File: config.mk
export PLATFORM = sky130hd
export DESIGN_NAME = intersection_scheduler
export DESIGN_NICKNAME = d
export VERILOG_FILES = /design/src/rtl/intersection_scheduler.sv
export SDC_FILE = /design/constraint.sdc
export NUM_CORES = 1
export LEC_CHECK = 0
export BUFFER_PORTS_ARGS = -buffer_cell sky130_fd_sc_hd__buf_4
export CAP_MARGIN = 20
export CORE_MARGIN = 3
export CORE_UTILIZATION = 45
export CTS_CLUSTER_DIAMETER = 80
export DETAILED_ROUTE_END_ITERATION = 12
export HOLD_SLACK_MARGIN = 0.05
export PLACE_DENSITY = 0.68
export SLEW_MARGIN = 0
export SYNTH_ARGS = -nofsm -noshare
export SYNTH_HDL_FRONTEND = slang
export SYNTH_SLANG_ARGS = --single-unit
File: constraint.sdc
create_clock -name clk -period 1.8 [get_ports clk]
set_input_delay 0.09 -clock clk [delete_from_list [all_inputs] [get_ports clk]]
set_output_delay 0.09 -clock clk [all_outputs]
set_load 0.01 [all_outputs]
File: src/rtl/intersection_scheduler.sv
// intersection_scheduler: two-approach right-of-way FSM with ped walk and emergency preempt
module intersection_scheduler #(
    parameter int T_MIN_GREEN = 4,
    parameter int T_MAX_GREEN = 10,
    parameter int T_YELLOW    = 2,
    parameter int T_ALL_RED   = 1,
    parameter int T_WALK      = 3,
    parameter int TW          = 6
) (
    input  logic       clk,
    input  logic       rst,
    input  logic       tick,
    input  logic       veh_a,
    input  logic       veh_b,
    input  logic       ped_a,
    input  logic       ped_b,
    input  logic       emg,
    input  logic       emg_dir,
    output logic [2:0] lights_a,
    output logic [2:0] lights_b,
    output logic       walk_a,
    output logic       walk_b,
    output logic [2:0] state_o
);
    typedef enum logic [2:0] {
        CLR_A = 3'd0,
        GRN_A = 3'd1,
        YEL_A = 3'd2,
        CLR_B = 3'd3,
        GRN_B = 3'd4,
        YEL_B = 3'd5
    } state_t;

    localparam logic [TW-1:0] AR_END  = TW'(T_ALL_RED - 1);
    localparam logic [TW-1:0] Y_END   = TW'(T_YELLOW - 1);
    localparam logic [TW-1:0] MIN_END = TW'(T_MIN_GREEN - 1);
    localparam logic [TW-1:0] MAX_END = TW'(T_MAX_GREEN - 1);
    localparam logic [TW-1:0] W_END   = TW'(T_WALK - 1);

    state_t        state, state_n;
    logic [TW-1:0] timer;
    logic          ped_lat_a, ped_lat_b;
    logic          req_a, req_b, emg_vs_a, emg_vs_b, enter_a, enter_b;

    assign req_a    = veh_a | ped_lat_a;
    assign req_b    = veh_b | ped_lat_b;
    assign emg_vs_a = emg & emg_dir;
    assign emg_vs_b = emg & ~emg_dir;
    assign enter_a  = (state_n == GRN_A) && (state != GRN_A);
    assign enter_b  = (state_n == GRN_B) && (state != GRN_B);

    always_comb begin
        state_n = state;
        case (state)
            CLR_A: if (tick && timer == AR_END) state_n = emg_vs_a ? CLR_B : GRN_A;
            GRN_A: if (emg_vs_a || (tick && !emg && req_b && timer >= MIN_END &&
                       (!veh_a || timer >= MAX_END))) state_n = YEL_A;
            YEL_A: if (tick && timer == Y_END) state_n = CLR_B;
            CLR_B: if (tick && timer == AR_END) state_n = emg_vs_b ? CLR_A : GRN_B;
            GRN_B: if (emg_vs_b || (tick && !emg && req_a && timer >= MIN_END &&
                       (!veh_b || timer >= MAX_END))) state_n = YEL_B;
            YEL_B: if (tick && timer == Y_END) state_n = CLR_A;
            default: state_n = CLR_A;
        endcase
    end

    always_ff @(posedge clk) begin
        if (rst) begin
            state     <= CLR_A;
            timer     <= '0;
            ped_lat_a <= 1'b0;
            ped_lat_b <= 1'b0;
            walk_a    <= 1'b0;
            walk_b    <= 1'b0;
        end else begin
            state     <= state_n;
            timer     <= (state_n != state) ? '0 : (tick && timer != '1) ? timer + 1'b1 : timer;
            ped_lat_a <= enter_a ? 1'b0 : ped_lat_a | ped_a;
            ped_lat_b <= enter_b ? 1'b0 : ped_lat_b | ped_b;
            // green timer doubles as walk timer since walk only starts on green entry
            walk_a    <= enter_a ? (ped_lat_a | ped_a) :
                         (state_n != GRN_A || (tick && timer == W_END)) ? 1'b0 : walk_a;
            walk_b    <= enter_b ? (ped_lat_b | ped_b) :
                         (state_n != GRN_B || (tick && timer == W_END)) ? 1'b0 : walk_b;
        end
    end

    always_comb begin
        lights_a = (state == GRN_A) ? 3'b001 : (state == YEL_A) ? 3'b010 : 3'b100;
        lights_b = (state == GRN_B) ? 3'b001 : (state == YEL_B) ? 3'b010 : 3'b100;
        state_o  = state;
    end
endmodule

==> Word level (Yosys, flattened, before mapping) <==
Index checks and enable logic that the tools add are counted.
{ "classes": {"muxes": 17, "bitwise": 7, "n_shift": 0, "div": 0, "n_addsub": 1, "mul": 0, "n_lt_le_gt_ge": 2, "eq_ne": 15, "n_reduce_logical": 29} }
{ "ops": {"columns": ["operator", "count"], "rows": [
  ["3-bit 2-to-1 mux", 11],
  ["3-bit one-hot mux with 6 select lines", 1],
  ["1-bit logical AND", 13],
  ["3-bit equality test (second input constant)", 3],
  ["6-bit by 1-bit adder with 6-bit output (second input constant)", 1],
  ["3-bit by 1-bit equality test with 1-bit output (second input constant)", 2],
  ["3-bit by 2-bit equality test with 1-bit output (second input constant)", 2],
  ["6-bit by 1-bit equality test with 1-bit output (second input constant)", 1],
  ["6-bit by 2-bit equality test with 1-bit output (second input constant)", 1],
  ["6-bit by 2-bit greater-or-equal comparator with 1-bit output (second input constant)", 1],
  ["6-bit by 4-bit greater-or-equal comparator with 1-bit output (second input constant)", 1],
  ["6-bit logical NOT", 1],
  ["1-bit logical OR", 6],
  ["3-bit by 1-bit inequality test with 1-bit output (second input constant)", 2],
  ["3-bit inequality test (second input constant)", 2],
  ["6-bit inequality test (second input constant)", 1],
  ["2-bit OR reduction", 3],
  ["1-bit 2-to-1 mux", 4],
  ["1-bit bitwise OR", 4],
  ["2-bit nonzero test", 2],
  ["1-bit logical NOT", 3],
  ["3-bit logical NOT", 1],
  ["3-bit inequality test", 1],
  ["1-bit AND", 2],
  ["other kinds (2)", 2]
]} }
{ "totals": {"input_bits": 9, "reg_bits": 13, "elab_cells": 77, "ramBits": 0, "n_memories": 0, "mem_bits_ro": 0, "out_inout_bits": 11, "latch_bits": 0} }

==> Longest topological paths before layout <==
{ "logic_depth": {"word_depth": 12, "mapped_depth": 7} }

==> Least setup slack after synthesis <==
Ideal clock, no wire load.
{ "synth_path": {"path_type": "register to register", "start": "register timer[0]", "end": "register timer[3]", "setup_slack_ns": -0.108, "t_arrival_ns": 1.793, "n_path_buf": 0, "setup_ns": 0.116, "synth_period_minus_slack_ns": 1.908, "required_ns": 1.684, "path_stages_with_launch": 8, "path_cell_list": "dfxtp_1 > inv_1 > ha_1 > nor3b_1 > o211ai_1 > or4b_1 > nand4b_2 > and3b_1"} }
{ "synth_via": {"elab_chain_len": 8, "elab_cells_between_ends": 26, "classes_between": "add/sub (1); order compare (2); eq/ne (3); mux (7); reduce/logical (13)"} }
{ "synth_rtl": {"columns": ["element", "line_no", "text"], "rows": [
  ["start: declaration", "41", "logic [TW-1:0] timer;"],
  ["start signal: assignment", "77", "timer <= (state_n != state) ? '0 : (tick && timer != '1) ? timer + 1'b1 : timer;"],
  ["6-bit by 2-bit greater-or-equal comparator with 1-bit output or 6-bit by 4-bit greater-or-equal comparator with 1-bit output (tied branches)", null, null],
  ["1-bit logical AND (tied with other cells)", "60", "GRN_B: if (emg_vs_b || (tick && !emg && req_a && timer >= MIN_END &&"],
  ["1-bit logical AND (on tied branches)", "60, 56", null],
  ["1-bit logical OR (on tied branches)", "60, 56", null],
  ["3-bit 2-to-1 mux (on tied branches)", "60, 56", null],
  ["3-bit one-hot mux with 6 select lines", "54", "case (state)"],
  ["3-bit inequality test", "77", null],
  ["2-bit OR reduction (no source line)", null, null]
]} }
Parallel ways exist; a longest one is shown, timed or not.
A chain may end at the register's enable or synchronous reset.

==> Worst setup path in the final report <==
{ "layout_path": {"start": "register timer[0]", "end": "register walk_a"} }
{ "layout_via": {"elab_chain_len": 9, "elab_cells_between_ends": 29, "classes_between": "order compare (2); eq/ne (4); mux (8); reduce/logical (15)"} }
{ "layout_rtl": {"columns": ["element", "line_no", "text"], "rows": [
  ["6-bit by 2-bit greater-or-equal comparator with 1-bit output or 6-bit by 4-bit greater-or-equal comparator with 1-bit output (tied branches)", null, null],
  ["1-bit logical AND (tied with other cells)", "60", null],
  ["1-bit logical AND (on tied branches)", "60, 56", null],
  ["1-bit logical OR (on tied branches)", "60, 56", null],
  ["3-bit 2-to-1 mux (on tied branches)", "60, 56", null],
  ["3-bit one-hot mux with 6 select lines", "54", null],
  ["3-bit by 1-bit equality test with 1-bit output or 3-bit by 1-bit inequality test with 1-bit output (tied branches)", "49, 82", null],
  ["1-bit logical AND or 1-bit logical OR (tied branches)", "49, 82", null],
  ["1-bit 2-to-1 mux or 2-bit nonzero test (tied branches)", null, null],
  ["end signal: assignment", "81", "walk_a <= enter_a ? (ped_lat_a | ped_a) :"],
  ["end: declaration", "21", "output logic walk_a,"]
]} }
Parallel ways exist; a longest one is shown, timed or not.

==> impl_metrics.yaml <==
power:
  power_leakage_uw: 0.0006088
  power.density_nw_per_um2: 607.8
  total_power_uw: 870.8
  vdd_drop_max_mv: 0.4346
placement:
  placed_area_um2: 1305
  portBuffers: 19
  dp_slack_ps: -79.03
  gp_congestion: 0.8059
  dp_hpwl_mm: 2.180
cells_and_area:
  antenna_cells: 0
  fin_nets: 175
  drive_above_1_share_pct: 43.75
  nFillCells: 158
  syn2layout_area_growth_pct: 44.57
  fin_area_um2: 1433
timing:
  max_clock_freq_mhz: 534.8
  maxSlewViolCount: 0
  finalHoldViolCount: 0
  slew_headroom_pct: 72.11
  rsz0062_at_grt: "true"
  worst_slack_ps: -69.76
  setup_violations: 5
  clock_skew_ps: 10.48
  period_minus_slack_ps: 1870
  worst_slew_pin_slew_ps: 417.3
  fin_crit_sh_pct: 103.9
route:
  wl_per_cell_um: 15.46
  vias: 1073
  drtPass1Iterations: 4
  drt_iter0_drc: 33
  totalWireLength_mm: 2.891
  ant_nets: 0
  drc: 0
  viasPerCell: 5.738
floorplan:
  die_x_um: 52.93
  ioPinCount: 20
  die_h_um: 52.93
  rows: 16
  core_area_um2: 2022
  die_area_um2: 2801
  start_util_pct: 49.01
grt:
  antenna_found_initial: 0
  track_usage_pct: 23.03
  grt_pass1_vias: 982
  grt_first_pass_wirelength_mm: 4.629
  grt_max_degree: 12
  grt-ovfl-total: 0
setup_path:
  worstSetupPathType: "reg2reg"
  worst_ep_required_time_ps: 2010
  end_kind: "flip-flop"
  worstSetupStartpointType: "flip-flop"
  worst-r2r-setup-slack_ps: -70
  arrival_ps: 2080
  path_max_fanout: 4
clock_tree:
  clk_pin_slew_ps: 90
  cts_htree_levels: 1
  clkSinkCount: 13
  ctsRootBufferMaster: "clkbuf_4"
  clk_path_buf_depth: 2
  cts_tree: "yes"
  cts_made_buffers: 3
  clock_latency_ps: 300
synthesis:
  netlist_instances: 118
  syn_area_um2: 991.0
  synth.yosys.seq_area_share_pct: 26.26
  synth_cell_type_count: 46
  synth_fp_nets: 132
  synth_edf_count: 0
  ys_seq_elements: 13
  synth_area_per_cell_um2: 8.398
  yosys_warnings: 0
  postSynth.asyncResetShare_pct: 0
  synthFlopType: "dfxtp_1"
hold_path:
  hp-class: "in2reg"
status:
  outcome: "finished with violations"
  failed_checks: "setup timing"
run:
  maxCapViolCount: 0
## synth_stat cells, types with 2 or more instances
master    number  area (µm²)
a21oi_1        2       10.01
a31oi_1        2       12.51
and2_1         2       12.51
and3b_1        2       17.52
and4_1         2       17.52
buf_6          2       22.52
dfxtp_1       13       260.3
ha_1           5       62.56
inv_1          8       30.03
mux2i_1        3       30.03
nand2_1        5       18.77
nand2b_1       4       25.02
nand3_1        8       40.04
nand3b_1       2       15.01
nand4_1        2       12.51
nor2_1        17       63.81
nor3b_2        2       25.02
o211ai_1       4       30.03
o21ai_0        6       30.03
## cells by family after synthesis
family          count (synthesis)  share of synthesized area [%]
mux                             3                          3.030
xor+xnor                        1                         0.8840
fa+ha+maj                       5                          6.313
buf+inv                        11                          5.808
flops                          13                          26.26
compound gates                 27                          20.84
simple gates                   58                          36.87
## worst max-delay path: stages (launching register included)
cell,delay [ps]
dfxtp_4,370
buf_4,140
ha_4,170
nor3b_4,170
o211ai_1,150
buf_4,170
a221o_1,350
a211oi_2,250
## worst paths after layout
check,from,end,cells after the start
max,timer[0]$_SDFFE_PP0P_,walk_a$_SDFFE_PP0P_,7
min reg2reg,ped_lat_b$_SDFF_PP0_,ped_lat_b$_SDFF_PP0_,2
min,ped_b,ped_lat_b$_SDFF_PP0_,3
max reg2reg,timer[0]$_SDFFE_PP0P_,walk_a$_SDFFE_PP0P_,7
## stage by stage
stage               utilization, %  std cells  hold slack [ps]  setup TNS, ps
floorplan                        -        118            159.1              0
global placement             64.54        179            308.1         -19.33
detailed placement           64.54        179            315.7         -366.7
CTS                          68.75        185            95.55         -189.6
global route                 70.85        187            123.8         -842.7
finish                       70.85        187            88.86         -228.5
## cell usage in the layout (no fill, tap or decap), drive strengths merged, types with 2 or more instances in the layout
cell and n:
nor4 2, nand4 2, nand3b 2, a21oi 3
nor2 17, o211ai 4, nand2 5, nand3 8
o21ai 6, a31oi 2, buf 40, a211oi 2
or2 2, and2 2, mux2i 3, a21o 2
nand2b 4, clkbuf 4, nor3b 3, ha 5
dfxtp 13, and3b 2, inv 8, and4 2
## flip-flops by register name (all words and copies together), names as in the netlist
signal,cells
ped_lat_a,1
ped_lat_b,1
state_o,3
timer,6
walk_a,1
walk_b,1
## final cells by class
type | instances | area, µm² | area share [%]
multi-input cells | 94 | 744.5 | 51.97
well taps | 27 | 33.78 | 2.358
repair buffers | 41 | 322.8 | 22.53
flip-flops and latches | 13 | 270.3 | 18.86
inverters | 8 | 35.03 | 2.445
clock buffers | 4 | 26.28 | 1.834
## layer usage
| layer | up-vias | wire length [µm] | share of wire, % | GRT usage [%] |
|---|---|---|---|---|
| met1 | 501 | 1319 | 46 | 30.76 |
| met2 | 48 | 1319 | 46 | 35.12 |
| met3 | 7 | 188 | 6.5 | 3.944 |
| met4 | 0 | 64 | 2.2 | 11.91 |
| li1 | 517 | - | - | - |
| met5 | - | 0 | 0 | 0 |
## what timing repair did
action | in CTS | in global routing
gates cloned | 0 | 0
buffers inserted | 1 | 2
hold buffers | 1 | 0
pin swaps | 5 | 5
resized for setup | 10 | 7
endpoints found under the hold margin | 4 | 0
setup endpoints to repair | 9 | 10
## where the power goes
group	leakage [µW]	total, µW	internal [µW]	switching (µW)
Combinational	0.000485	350	181	169
Sequential	0.000109	323	307	16.2
Clock	0.0000150	198	86.3	111
Total	0.000609	871	574	296
Power figures use the tool's default switching activity.
